`src/rtl/mem_access_ctrl.sv`:
```
// Load/store access controller: single-beat bus handshake with byte-lane steering and load extension.
// Optional macro MEM_ACCESS_TIMEOUT_EN adds an 8-bit REQ timeout that ends the access in ERR.
module mem_access_ctrl (
  input  logic        clk,
  input  logic        reset,
  input  logic        start,
  input  logic        mem_write,
  input  logic [2:0]  load,
  input  logic [1:0]  store,
  input  logic [31:0] addr,
  input  logic [31:0] wdata,
  output logic        stall,
  output logic        done,
  output logic        fault,
  output logic [31:0] rdata_out,
  output logic        mem_req,
  output logic        mem_we,
  output logic [31:0] mem_addr,
  output logic [31:0] mem_wdata,
  output logic [3:0]  mem_wmask,
  input  logic [31:0] mem_rdata,
  input  logic        mem_ack
);

  localparam int unsigned DATA_W = 32;
  localparam int unsigned MASK_W = 4;
  localparam int unsigned CNT_W  = 8;

  localparam logic [1:0] ST_IDLE = 2'd0;
  localparam logic [1:0] ST_REQ  = 2'd1;
  localparam logic [1:0] ST_RESP = 2'd2;
  localparam logic [1:0] ST_ERR  = 2'd3;

  localparam logic [2:0] LD_LB  = 3'd0;
  localparam logic [2:0] LD_LH  = 3'd1;
  localparam logic [2:0] LD_LW  = 3'd2;
  localparam logic [2:0] LD_LBU = 3'd3;
  localparam logic [2:0] LD_LHU = 3'd4;

  localparam logic [1:0] SO_SW = 2'd0;
  localparam logic [1:0] SO_SB = 2'd1;
  localparam logic [1:0] SO_SH = 2'd2;

  logic [1:0]        state_q, state_d;
  logic              is_store_q, is_store_d;
  logic [2:0]        load_q, load_d;
  logic [1:0]        addr_lo_q, addr_lo_d;
  logic              mem_req_q, mem_req_d;
  logic              mem_we_q, mem_we_d;
  logic [DATA_W-1:0] mem_addr_q, mem_addr_d;
  logic [DATA_W-1:0] mem_wdata_q, mem_wdata_d;
  logic [MASK_W-1:0] mem_wmask_q, mem_wmask_d;
  logic              done_q, done_d;
  logic              fault_q, fault_d;
  logic [DATA_W-1:0] rdata_q, rdata_d;
`ifdef MEM_ACCESS_TIMEOUT_EN
  logic [CNT_W-1:0]  cnt_q, cnt_d;
`endif

  logic              legal_c;
  logic              aligned_c;
  logic [MASK_W-1:0] st_mask_c;
  logic [DATA_W-1:0] st_data_c;
  logic [7:0]        ld_byte_c;
  logic [15:0]       ld_half_c;
  logic [DATA_W-1:0] ld_ext_c;

  // Classify the requested access: legal opcode and natural alignment.
  always_comb begin
    legal_c   = 1'b1;
    aligned_c = 1'b1;
    if (mem_write) begin
      case (store)
        SO_SW:   aligned_c = (addr[1:0] == 2'b00);
        SO_SB:   aligned_c = 1'b1;
        SO_SH:   aligned_c = ~addr[0];
        default: legal_c   = 1'b0;
      endcase
    end else begin
      case (load)
        LD_LB, LD_LBU: aligned_c = 1'b1;
        LD_LH, LD_LHU: aligned_c = ~addr[0];
        LD_LW:         aligned_c = (addr[1:0] == 2'b00);
        default:       legal_c   = 1'b0;
      endcase
    end
  end

  // Store lane steering: replicate data across lanes, enable only the addressed bytes.
  always_comb begin
    st_mask_c = 4'b1111;
    st_data_c = wdata;
    case (store)
      SO_SB: begin
        st_mask_c = MASK_W'(4'b0001 << addr[1:0]);
        st_data_c = {4{wdata[7:0]}};
      end
      SO_SH: begin
        st_mask_c = MASK_W'(4'b0011 << addr[1:0]);
        st_data_c = {2{wdata[15:0]}};
      end
      default: begin
        st_mask_c = 4'b1111;
        st_data_c = wdata;
      end
    endcase
  end

  // Load lane select and extension from the latched offset and code.
  always_comb begin
    case (addr_lo_q)
      2'd0:    ld_byte_c = mem_rdata[7:0];
      2'd1:    ld_byte_c = mem_rdata[15:8];
      2'd2:    ld_byte_c = mem_rdata[23:16];
      default: ld_byte_c = mem_rdata[31:24];
    endcase
    ld_half_c = addr_lo_q[1] ? mem_rdata[31:16] : mem_rdata[15:0];
    case (load_q)
      LD_LB:   ld_ext_c = {{24{ld_byte_c[7]}}, ld_byte_c};
      LD_LH:   ld_ext_c = {{16{ld_half_c[15]}}, ld_half_c};
      LD_LBU:  ld_ext_c = {24'h000000, ld_byte_c};
      LD_LHU:  ld_ext_c = {16'h0000, ld_half_c};
      default: ld_ext_c = mem_rdata;
    endcase
  end

  // Next-state and registered-output logic.
  always_comb begin
    state_d     = state_q;
    is_store_d  = is_store_q;
    load_d      = load_q;
    addr_lo_d   = addr_lo_q;
    mem_req_d   = 1'b0;
    mem_we_d    = 1'b0;
    mem_addr_d  = mem_addr_q;
    mem_wdata_d = mem_wdata_q;
    mem_wmask_d = '0;
    done_d      = 1'b0;
    fault_d     = 1'b0;
    rdata_d     = rdata_q;
`ifdef MEM_ACCESS_TIMEOUT_EN
    cnt_d       = cnt_q;
`endif
    case (state_q)
      ST_IDLE: begin
        if (start) begin
          if (legal_c && aligned_c) begin
            state_d     = ST_REQ;
            is_store_d  = mem_write;
            load_d      = load;
            addr_lo_d   = addr[1:0];
            mem_req_d   = 1'b1;
            mem_we_d    = mem_write;
            mem_addr_d  = {addr[31:2], 2'b00};
            mem_wdata_d = st_data_c;
            mem_wmask_d = mem_write ? st_mask_c : '0;
`ifdef MEM_ACCESS_TIMEOUT_EN
            cnt_d       = '0;
`endif
          end else begin
            state_d = ST_ERR;
            done_d  = 1'b1;
            fault_d = 1'b1;
          end
        end
      end
      ST_REQ: begin
        if (mem_ack) begin
          state_d = ST_RESP;
          done_d  = 1'b1;
          if (!is_store_q) begin
            rdata_d = ld_ext_c;
          end
        end else begin
          mem_req_d   = 1'b1;
          mem_we_d    = mem_we_q;
          mem_wmask_d = mem_wmask_q;
`ifdef MEM_ACCESS_TIMEOUT_EN
          if (cnt_q == {CNT_W{1'b1}}) begin
            state_d     = ST_ERR;
            mem_req_d   = 1'b0;
            mem_we_d    = 1'b0;
            mem_wmask_d = '0;
            done_d      = 1'b1;
            fault_d     = 1'b1;
          end else begin
            cnt_d = cnt_q + CNT_W'(1);
          end
`endif
        end
      end
      default: state_d = ST_IDLE;
    endcase
  end

  always_ff @(posedge clk) begin
    if (reset) begin
      state_q     <= ST_IDLE;
      is_store_q  <= 1'b0;
      load_q      <= '0;
      addr_lo_q   <= '0;
      mem_req_q   <= 1'b0;
      mem_we_q    <= 1'b0;
      mem_addr_q  <= '0;
      mem_wdata_q <= '0;
      mem_wmask_q <= '0;
      done_q      <= 1'b0;
      fault_q     <= 1'b0;
      rdata_q     <= '0;
`ifdef MEM_ACCESS_TIMEOUT_EN
      cnt_q       <= '0;
`endif
    end else begin
      state_q     <= state_d;
      is_store_q  <= is_store_d;
      load_q      <= load_d;
      addr_lo_q   <= addr_lo_d;
      mem_req_q   <= mem_req_d;
      mem_we_q    <= mem_we_d;
      mem_addr_q  <= mem_addr_d;
      mem_wdata_q <= mem_wdata_d;
      mem_wmask_q <= mem_wmask_d;
      done_q      <= done_d;
      fault_q     <= fault_d;
      rdata_q     <= rdata_d;
`ifdef MEM_ACCESS_TIMEOUT_EN
      cnt_q       <= cnt_d;
`endif
    end
  end

  // Stall covers the request cycle in IDLE so the pipeline freezes before the FSM reacts.
  assign stall     = ((state_q == ST_IDLE) && start) || (state_q == ST_REQ);
  assign done      = done_q;
  assign fault     = fault_q;
  assign rdata_out = rdata_q;
  assign mem_req   = mem_req_q;
  assign mem_we    = mem_we_q;
  assign mem_addr  = mem_addr_q;
  assign mem_wdata = mem_wdata_q;
  assign mem_wmask = mem_wmask_q;

endmodule

```
`config.mk`:
```
export PLATFORM = sky130hd
export DESIGN_NAME = mem_access_ctrl
export DESIGN_NICKNAME = d
export VERILOG_FILES = /design/src/rtl/mem_access_ctrl.sv
export SDC_FILE = /design/constraint.sdc
export NUM_CORES = 1
export LEC_CHECK = 0
export ABC_AREA = 1
export BUFFER_PORTS_ARGS = -buffer_cell sky130_fd_sc_hd__buf_2
export CAP_MARGIN = 15
export CORE_MARGIN = 1.5
export CORE_UTILIZATION = 52
export CTS_CLUSTER_DIAMETER = 120
export CTS_CLUSTER_SIZE = 40
export DETAILED_ROUTE_END_ITERATION = 10
export PLACE_DENSITY_LB_ADDON = 0.05
export SYNTH_ARGS = -nofsm -noshare
export SYNTH_HDL_FRONTEND = slang
export SYNTH_SLANG_ARGS = --single-unit
export TNS_END_PERCENT = 50
```
`constraint.sdc`:
```
create_clock -name clk -period 3 [get_ports clk]
set_input_delay 0.3 -clock clk [delete_from_list [all_inputs] [get_ports clk]]
set_output_delay 0.3 -clock clk [all_outputs]
set_load 0.03 [all_outputs]
```
* Word-level counts from Yosys, hierarchy flattened *
Index checks and enable logic that the tools add are counted.

word-level totals
  flip-flop bits (word level) = 110
  input port bits = 106
  output and inout port bits = 105
  logic and storage cells = 79

cells by class
  eq/ne operators = 14
  shift-type cells = 2
  muxes and demuxes = 32
  bitwise operators = 3
  reductions and logical operators = 16

operators by type and width
  operator                                          number
  one-hot mux 32 bit (4 select lines)               1
  one-hot mux 32 bit (2 select lines)               1
  one-hot mux 8 bit (3 select lines)                1
  two-way mux 16 bit                                1
  two-way mux 4 bit                                 4
  one-hot mux 4 bit (2 select lines)                2
  two-way mux 1 bit                                 13
  one-hot mux 1 bit (2 select lines)                5
  == test 3 x 2 -> 1 bit (second input constant)    3
  zero test 2 bit                                   4
  == test 2 x 1 -> 1 bit (second input constant)    3
  == test 3 x 1 -> 1 bit (second input constant)    2
  == test 3 bit (second input constant)             2
  zero test 3 bit                                   2
  two-way mux 2 bit                                 3
  AND reduction 3 bit                               2
  OR reduction 5 bit                                1
  == test 2 bit (second input constant)             2
  inequality test 2 bit (second input constant)     2
  one-hot mux 2 bit (2 select lines)                1
  OR reduction 2 bit                                2
  left shift 1 x 2 -> 4 bit (first input constant)  1
  left shift 2 x 2 -> 4 bit (first input constant)  1
  inverter 1 bit                                    3
  other kinds (4)                                   5

* Depth between registers and ports, before layout *
Gate-level depths: netlist of run 1.

  word-level depth = 8
  gate-level depth with buffers = 12
  mapped depth without buffers = 11

* Worst setup path before layout of run 1 *
Ideal clock, no wire load.

  kind = input -> register
  start = input port store[0]
  end = register mem_wdata_q[25] (netlist: mem_wdata[25])
  library setup time = 0.115 ns
  arrival time = 1.486 ns
  required time = 2.885 ns
  setup slack = 1.399 ns
  cell stages on the path = 11
  path buffers = 3
  cells stage by stage = inv_1 ha_1 buf_4 inv_2 a21oi_1 o21ai_2 nand2_4 buf_6 buf_6 a21oi_1 nor2_1

on the way
  word-level cells in the longest chain between the ends = 6

RTL lines
  item                                         RTL line  text
  from (decl)                                  9         input logic [1:0] store,
  == test 2 bit, or another cell as far along  73, 93
  OR reduction 3 bit (no line)                 --
  two-way mux 1 bit                            73        case (store)
  two-way mux 1 bit                            72        if (mem_write) begin
  logical AND 1 bit                            147       if (legal_c && aligned_c) begin
  AND reduction 3 bit (no line)                --
  to (signal assigned)                         221       mem_wdata_q <= mem_wdata_d;
  to (decl)                                    51        logic [DATA_W-1:0] mem_wdata_q, mem_wdata_d;

Several ways; a longest one is shown, not always the timed one.
A chain may end at the register's enable or synchronous reset.

* Worst setup path after layout of run 1 *
  start = input port store[0]
  end = register mem_addr_q[12] (netlist: mem_addr[12])

on the way
  word-level cells in the longest chain between the ends = 6

RTL lines
  item                                         RTL line  text
  == test 2 bit, or another cell as far along  73
  OR reduction 3 bit (no line)                 --
  two-way mux 1 bit                            73
  two-way mux 1 bit                            72
  logical AND 1 bit (*)                        147
  AND reduction 3 bit (no line) (*)            --
  to (signal assigned)                         220       mem_addr_q <= mem_addr_d;
  to (decl)                                    50        logic [DATA_W-1:0] mem_addr_q, mem_addr_d;

Every way passes the cells marked *; elsewhere a longest branch is shown, timed or not.

==> metrics.txt, run 1 <==
Synth Area in XOR/XNOR 0%; H-tree depth 3; P_sw approximately 0.0011 W; Worst-Margin Slew ~0.71 ns; Max Cap Viol 0; Placer Congestion about 0.9; adder-cell share of the synthesized area less than 1%; top post-synthesis cells by count nand2_1, a21oi_1, dfxtp_1; Yosys cell types 32; Synth area leader dfxtp_1; Hold Fails Final Rpt 0; Worst-Skew Late Latency 0.37 ns; Die Span Y between 100 and 150 µm; DRC 0; PostCTS Resize Cnt 0; setup repair bufs after CTS 0; GRT overflow 0; Lkg Pwr about 3.1 nW; startpoint types input pin; critical path data required time approximately 3.2 ns; initial antenna violation count 0; Synth async-reset ratio 0%; worst reg2reg path startpoint addr_lo_q[1]; TNS Setup 0 ns; Comb power frac roughly a quarter; Hold Buf Count CTS 0; final period utilization between 60 and 70%; Max Clock Freq 0.519 GHz; Clock Tree Root clkbuf_8; hold path start addr[30]; Post-synth EDFFs 0; Mapped Area between 0.005 and 0.006 mm²; Overall Power between 0.003 and 0.004 W; worst-path fanout max 52; worst setup path category in2reg; Seq/Total Area, Yosys 42.2%; TritonCTS clock tree done; Synth Area in Simple Gates 25.4%; maximum vdd drop 0.000293 V; # nets final just over 1000; Slew HR a little over half; die width ~100 µm; crit-path cells buf_2 > inv_1 > ha_1 > inv_2 > a21oi_1 > o21ai_2 > nand2_4 > nand2_4 > nand2_1 > a21oi_1; Area growth syn-to-layout 22.9%; CP max stage cell nand2_4; 1st-iter DRT viols around 340; Mean Syn Cell Area about 6.9 µm²; clk buf depth 2; Worst path max stage delay between 0.4 and 0.5 ns; Vias/cell between 5 and 6; GR Util All Layers between 20 and 30%; count leader, synth nand2_1; layout cell share with drive strength beyond 1 between 20% and 30%; Hold EP mem_addr[30]; DR vias 5525; Pwr Density 523 mW/mm²; vias in the first global route approximately 4800; Final Critical Period 1.93 ns; # diodes 0; routed len/inst about 13 µm; Ys Warns 0; Net Sw Frac 33.5%; post-synth top area share between 40% and 50%; Routed Antenna Nets 0; TritonRoute pass-1 iters 5; max-slew violation count 0; endpoint arrival time on the critical path about 2.2 ns; Reg power frac roughly 48%; Worst Hold Depth 3; Critical Path End Type flip-flop; final setup violation count 0; reg-to-reg slack, setup around 1.1 ns; Clk pwr share roughly a quarter; first-pass GRT wire length 21800 µm; largest family of logic cells by synthesized area simple AND/OR/NAND/NOR gates; post-detail-place hpwl 10200 µm; r2r worst-path depth 7; Internal Power around 0.0022 W; Final Skew just under 0.01 ns; RSZ-0062 raised after global routing no; largest net degree at the start of global routing 76; Port Buf Inserts 208; core area 0.00977 mm²; Synth Register Bits 110; main area contributors after synthesis dfxtp_1, a21oi_1, nand2_1; clock transition at the registers of the reported paths 0.10 ns; num ports 211; post-synthesis mux area share 0%; CTS sink cnt 110; row count 36; Primary FF master, synth dfxtp_1; Gate Count Post-Synth approximately 750; final wirelength between 10000 and 15000 µm; FF-to-FF End rdata_out[24]; outcome finished clean; Hold Crit Class in2reg; compound-gate portion of the synthesized area 21.5%; cts bufs inserted 9; Initial Util a little over half; Die ar. between 0.01 and 0.015 mm²
through the flow:
step	setup WS, ns	hold slack (ns)	area (µm²)	instances	utilization (%)
6_report	1.07	0.192	6410	1066	65.6
4_1_cts	1.10	0.175	6390	1065	65.4
2_1_floorplan	1.40	0.451	5230	754	-
5_1_grt	0.840	0.195	6410	1066	65.6
3_3_place_gp	0.783	0.444	6210	1050	63.5
3_5_place_dp	0.721	0.451	6210	1050	63.5
cell families (layout without fill, tap and decap cells):
group                    count (synthesis)  in the layout
AO/OA/AOI/OAI                          219            219
adder cells (fa/ha/maj)                  4              4
buffers and inverters                  110            289
flip-flops                             110            110
other                                    1              2
AND/OR/NAND/NOR                        309            309
final cells by class:
| class | instances | area (µm²) |
|---|---|---|
| flip-flops and latches | 110 | 2200 |
| well taps | 133 | 166 |
| clock inverters | 4 | 47.5 |
| repair buffers | 218 | 1140 |
| fillers | 937 | 3360 |
| clock buffers | 11 | 141 |
| inverters | 56 | 210 |
| multi-input cells | 534 | 2510 |
worst max-delay path: cells and delay by family:
kind,cells,cell delay [ns]
and+or+nand+nor,3,1.01
adders and majority gates,1,0.23
buffers and inverters,3,0.25
AOI/OAI and AO/OA,3,0.32
metal layers:
| layer | global-route usage, % | vias up | part of all wire, % |
|---|---|---|---|
| met3 | 4.57 | 25 | 7.1 |
| met1 | 35.3 | 2456 | 46 |
| li1 | - | 2831 | - |
| met5 | 0 | - | 0 |
| met4 | 8.73 | 0 | 1.8 |
| met2 | 41.0 | 213 | 45 |
worst max path at each step:
stage,start,endpoint,slack [ns],cells after the start
final,store[0],mem_addr[12],1.07,10
after global routing,store[0],mem_addr[6],0.84,10
after CTS,store[0],mem_addr[12],1.10,10
after detailed placement,store[0],mem_addr[12],0.72,10
after global placement,store[0],mem_addr[5],0.78,10
after floorplan,store[0],mem_wdata[25],1.40,11
cells in the final DEF, fill, tap and decap left out, types with 3 or more instances in the layout:
cell,count
buf_2,208
nand2_1,153
a21oi_1,128
dfxtp_1,110
nand3_1,82
o21ai_0,78
nor2_1,59
inv_1,52
clkbuf_8,10
buf_4,8
a21o_1,7
ha_1,4
nand2_2,3
o22ai_1,3
power by group through the flow:
| stage | Combinational, W | Clock, W | Sequential (W) |
|---|---|---|---|
| 3_5_place_dp | 0.000864 | 0 | 0.00163 |
| 2_1_floorplan | 0.000451 | 0 | 0.00181 |
| 6_report | 0.000869 | 0.000884 | 0.00160 |
| 4_1_cts | 0.000866 | 0.000909 | 0.00160 |
| 5_1_grt | 0.000962 | 0.000953 | 0.00161 |
| 3_3_place_gp | 0.000850 | 0 | 0.00163 |
state kept, by name, summed over array words and instances (netlist names):
signal      count
addr_lo_q       2
done            1
fault           1
is_store_q      1
load_q          3
mem_addr       30
mem_req         1
mem_wdata      32
mem_we          1
mem_wmask       4
rdata_out      32
state_q         2
Power figures use the tool's default switching activity.
==> run 2: changes to the inputs <==
Settings changed: CORE_UTILIZATION 52 to 44.
Clock period 3 ns to 1.75 ns, I/O delays scaled along.
==> run 2 against run 1 <==
Net effect:
- sequential cell count stayed put
- largest power group unchanged
- die area rose by 18%
- highest routed layer unchanged
- critical endpoint is now mem_wdata[18]
- design area grew 3.6%
- wire length is 6.0% higher
- worst setup slack got worse by 0.86 ns
- the flow now finishes with violations (design-rule violations)
- first-iteration DRC count is 34% higher
==> metrics.txt, run 2 (synthesized netlist as in run 1, its figures left out) <==
outcome finished with violations; failing checks design-rule violations; DR vias 5592; critical path data required time slightly above 2 ns; Die Span Y about 110 µm; largest net degree at the start of global routing 65; grt met2 use between 30% and 40%; Area growth syn-to-layout 27.3%; vias in the first global route 5032; crit-path cells or2_1 > nor2_4 > buf_4 > nand3_1 > a21oi_1; Die ar. 0.0125 mm²; worst setup path category reg2reg; Placer Congestion around 0.87; row count 39; clock transition at the registers of the reported paths 0.07 ns; GRT overflow 0; Vias/cell about 5.1; 1st-iter DRT viols around 450; Initial Util a little under half; startpoint types flip-flop; # diodes 0; Port Buf Inserts between 200 and 250; RSZ-0062 raised after global routing no; DRC 15; Slew HR approximately 53%; most frequent cells in the layout buf_2, nand2_1, a21oi_1, dfxtp_1, nand3_1; cts bufs inserted 9; Final Skew about 0.0063 ns; initial antenna violation count 1; endpoint arrival time on the critical path around 1.8 ns; commonest non-fill, non-tap cell in the layout buf_2; Routed Antenna Nets 0; maximum vdd drop 0.000535 V; final period utilization between 80% and 90%; CP max stage cell buf_4; die width approximately 110 µm; first-pass GRT wire length approximately 24000 µm; Cell Area, Placed 0.00636 mm²; core area between 0.01 and 0.015 mm²; Max Clock Freq between 0.6 and 0.7 GHz; Pwr Density about 950 mW/mm²; GR Layer Usage met3 5.50%; TNS Setup 0 ns; num ports about 210; clk buf depth 2; Clock Tree Root clkbuf_16; Lkg Pwr roughly 3.3 nW; Worst-Margin Slew roughly 0.7 ns; max-slew violation count 0; final setup violation count 0; layout filler cell count approximately 1200; met1 usage between 30% and 40%; post-detail-place hpwl roughly 11000 µm; busiest grt layer met2; Hold Crit Class in2reg; # nets final between 1000 and 1500; GR Util All Layers between 20% and 30%; Worst path max stage delay approximately 0.34 ns; TritonCTS clock tree done; Critical Path End Type flip-flop; final wirelength about 15000 µm; H-tree depth 3; layout cell share with drive strength beyond 1 a little over a quarter; hold slack about 0.09 ns; worst-path fanout max 29; TritonRoute pass-1 iters 8; Hold Fails Final Rpt 0; Worst-Skew Late Latency 0.35 ns; routed len/inst 14.0 µm; Final Critical Period 1.54 ns; Max Cap Viol 0; CTS sink cnt 110; Design Area, Final around 0.0066 mm²
-- run 2: cell count changes in the layout (fill, tap and decap cells not counted) --
cell / previous run / this run
o21ai_0: 78 / 77
buf_12: 2 / 5
clkbuf_8: 10 / 1
o21ai_1: 0 / 1
buf_4: 8 / 16
clkbuf_16: 0 / 9
-- run 2: layer usage --
metal | up-vias | part of all wire [%]
met5 | - | 0
met4 | 0 | 1.6
met3 | 18 | 8.3
met2 | 186 | 46
met1 | 2537 | 44
li1 | 2851 | -
-- run 2: where the power goes --
group          total [W]  internal, W  switching [W]
combinational    0.00155     0.000512        0.00104
sequential       0.00275      0.00267      0.0000834
clock            0.00204      0.00114       0.000906
-- run 2: area by class of cell --
cell class	count	area [µm²]	share of cell area, %
multi-input cells	534	2510	37.7
flip-flops and latches	110	2200	33.1
repair buffers	229	1260	19.0
clock buffers	11	243	3.65
inverters	56	210	3.16
well taps	143	179	2.69
clock inverters	4	47.5	0.715
-- run 2: critical path: cells and delay by family, from the launching register on --
family	cells	cell delay, ns
simple gates	3	0.63
buf+inv	1	0.34
flops	1	0.33
compound gates	1	0.16
-- run 2: final timing paths --
kind / start / end / slack, ns / depth (start not counted)
worst max-delay path: state_q[1] / mem_wdata[18] / 0.21 / 5
worst max register to register: state_q[1] / mem_wdata[18] / 0.21 / 5
worst min register to register: mem_addr[31] / mem_addr[31] / 0.46 / 2
worst min-delay path: addr[13] / mem_addr[13] / 0.09 / 3
-- run 2: what timing repair did --
action                     in CTS  in global routing
gates resized for setup         0                  1
setup endpoints to repair       0                  2
hold buffers                    0                  0
setup buffers                   0                  0
-- run 2: metrics by stage --
stage	utilization (%)	instances	setup WS, ns	power, W
floorplan	-	754	0.274	0.00387
CTS	57.7	1087	0.143	0.00640
global route	57.7	1087	0.0788	0.00666
finish	57.7	1087	0.208	0.00634
detailed placement	55.2	1072	0.0965	0.00436
global placement	55.2	1072	0.176	0.00433
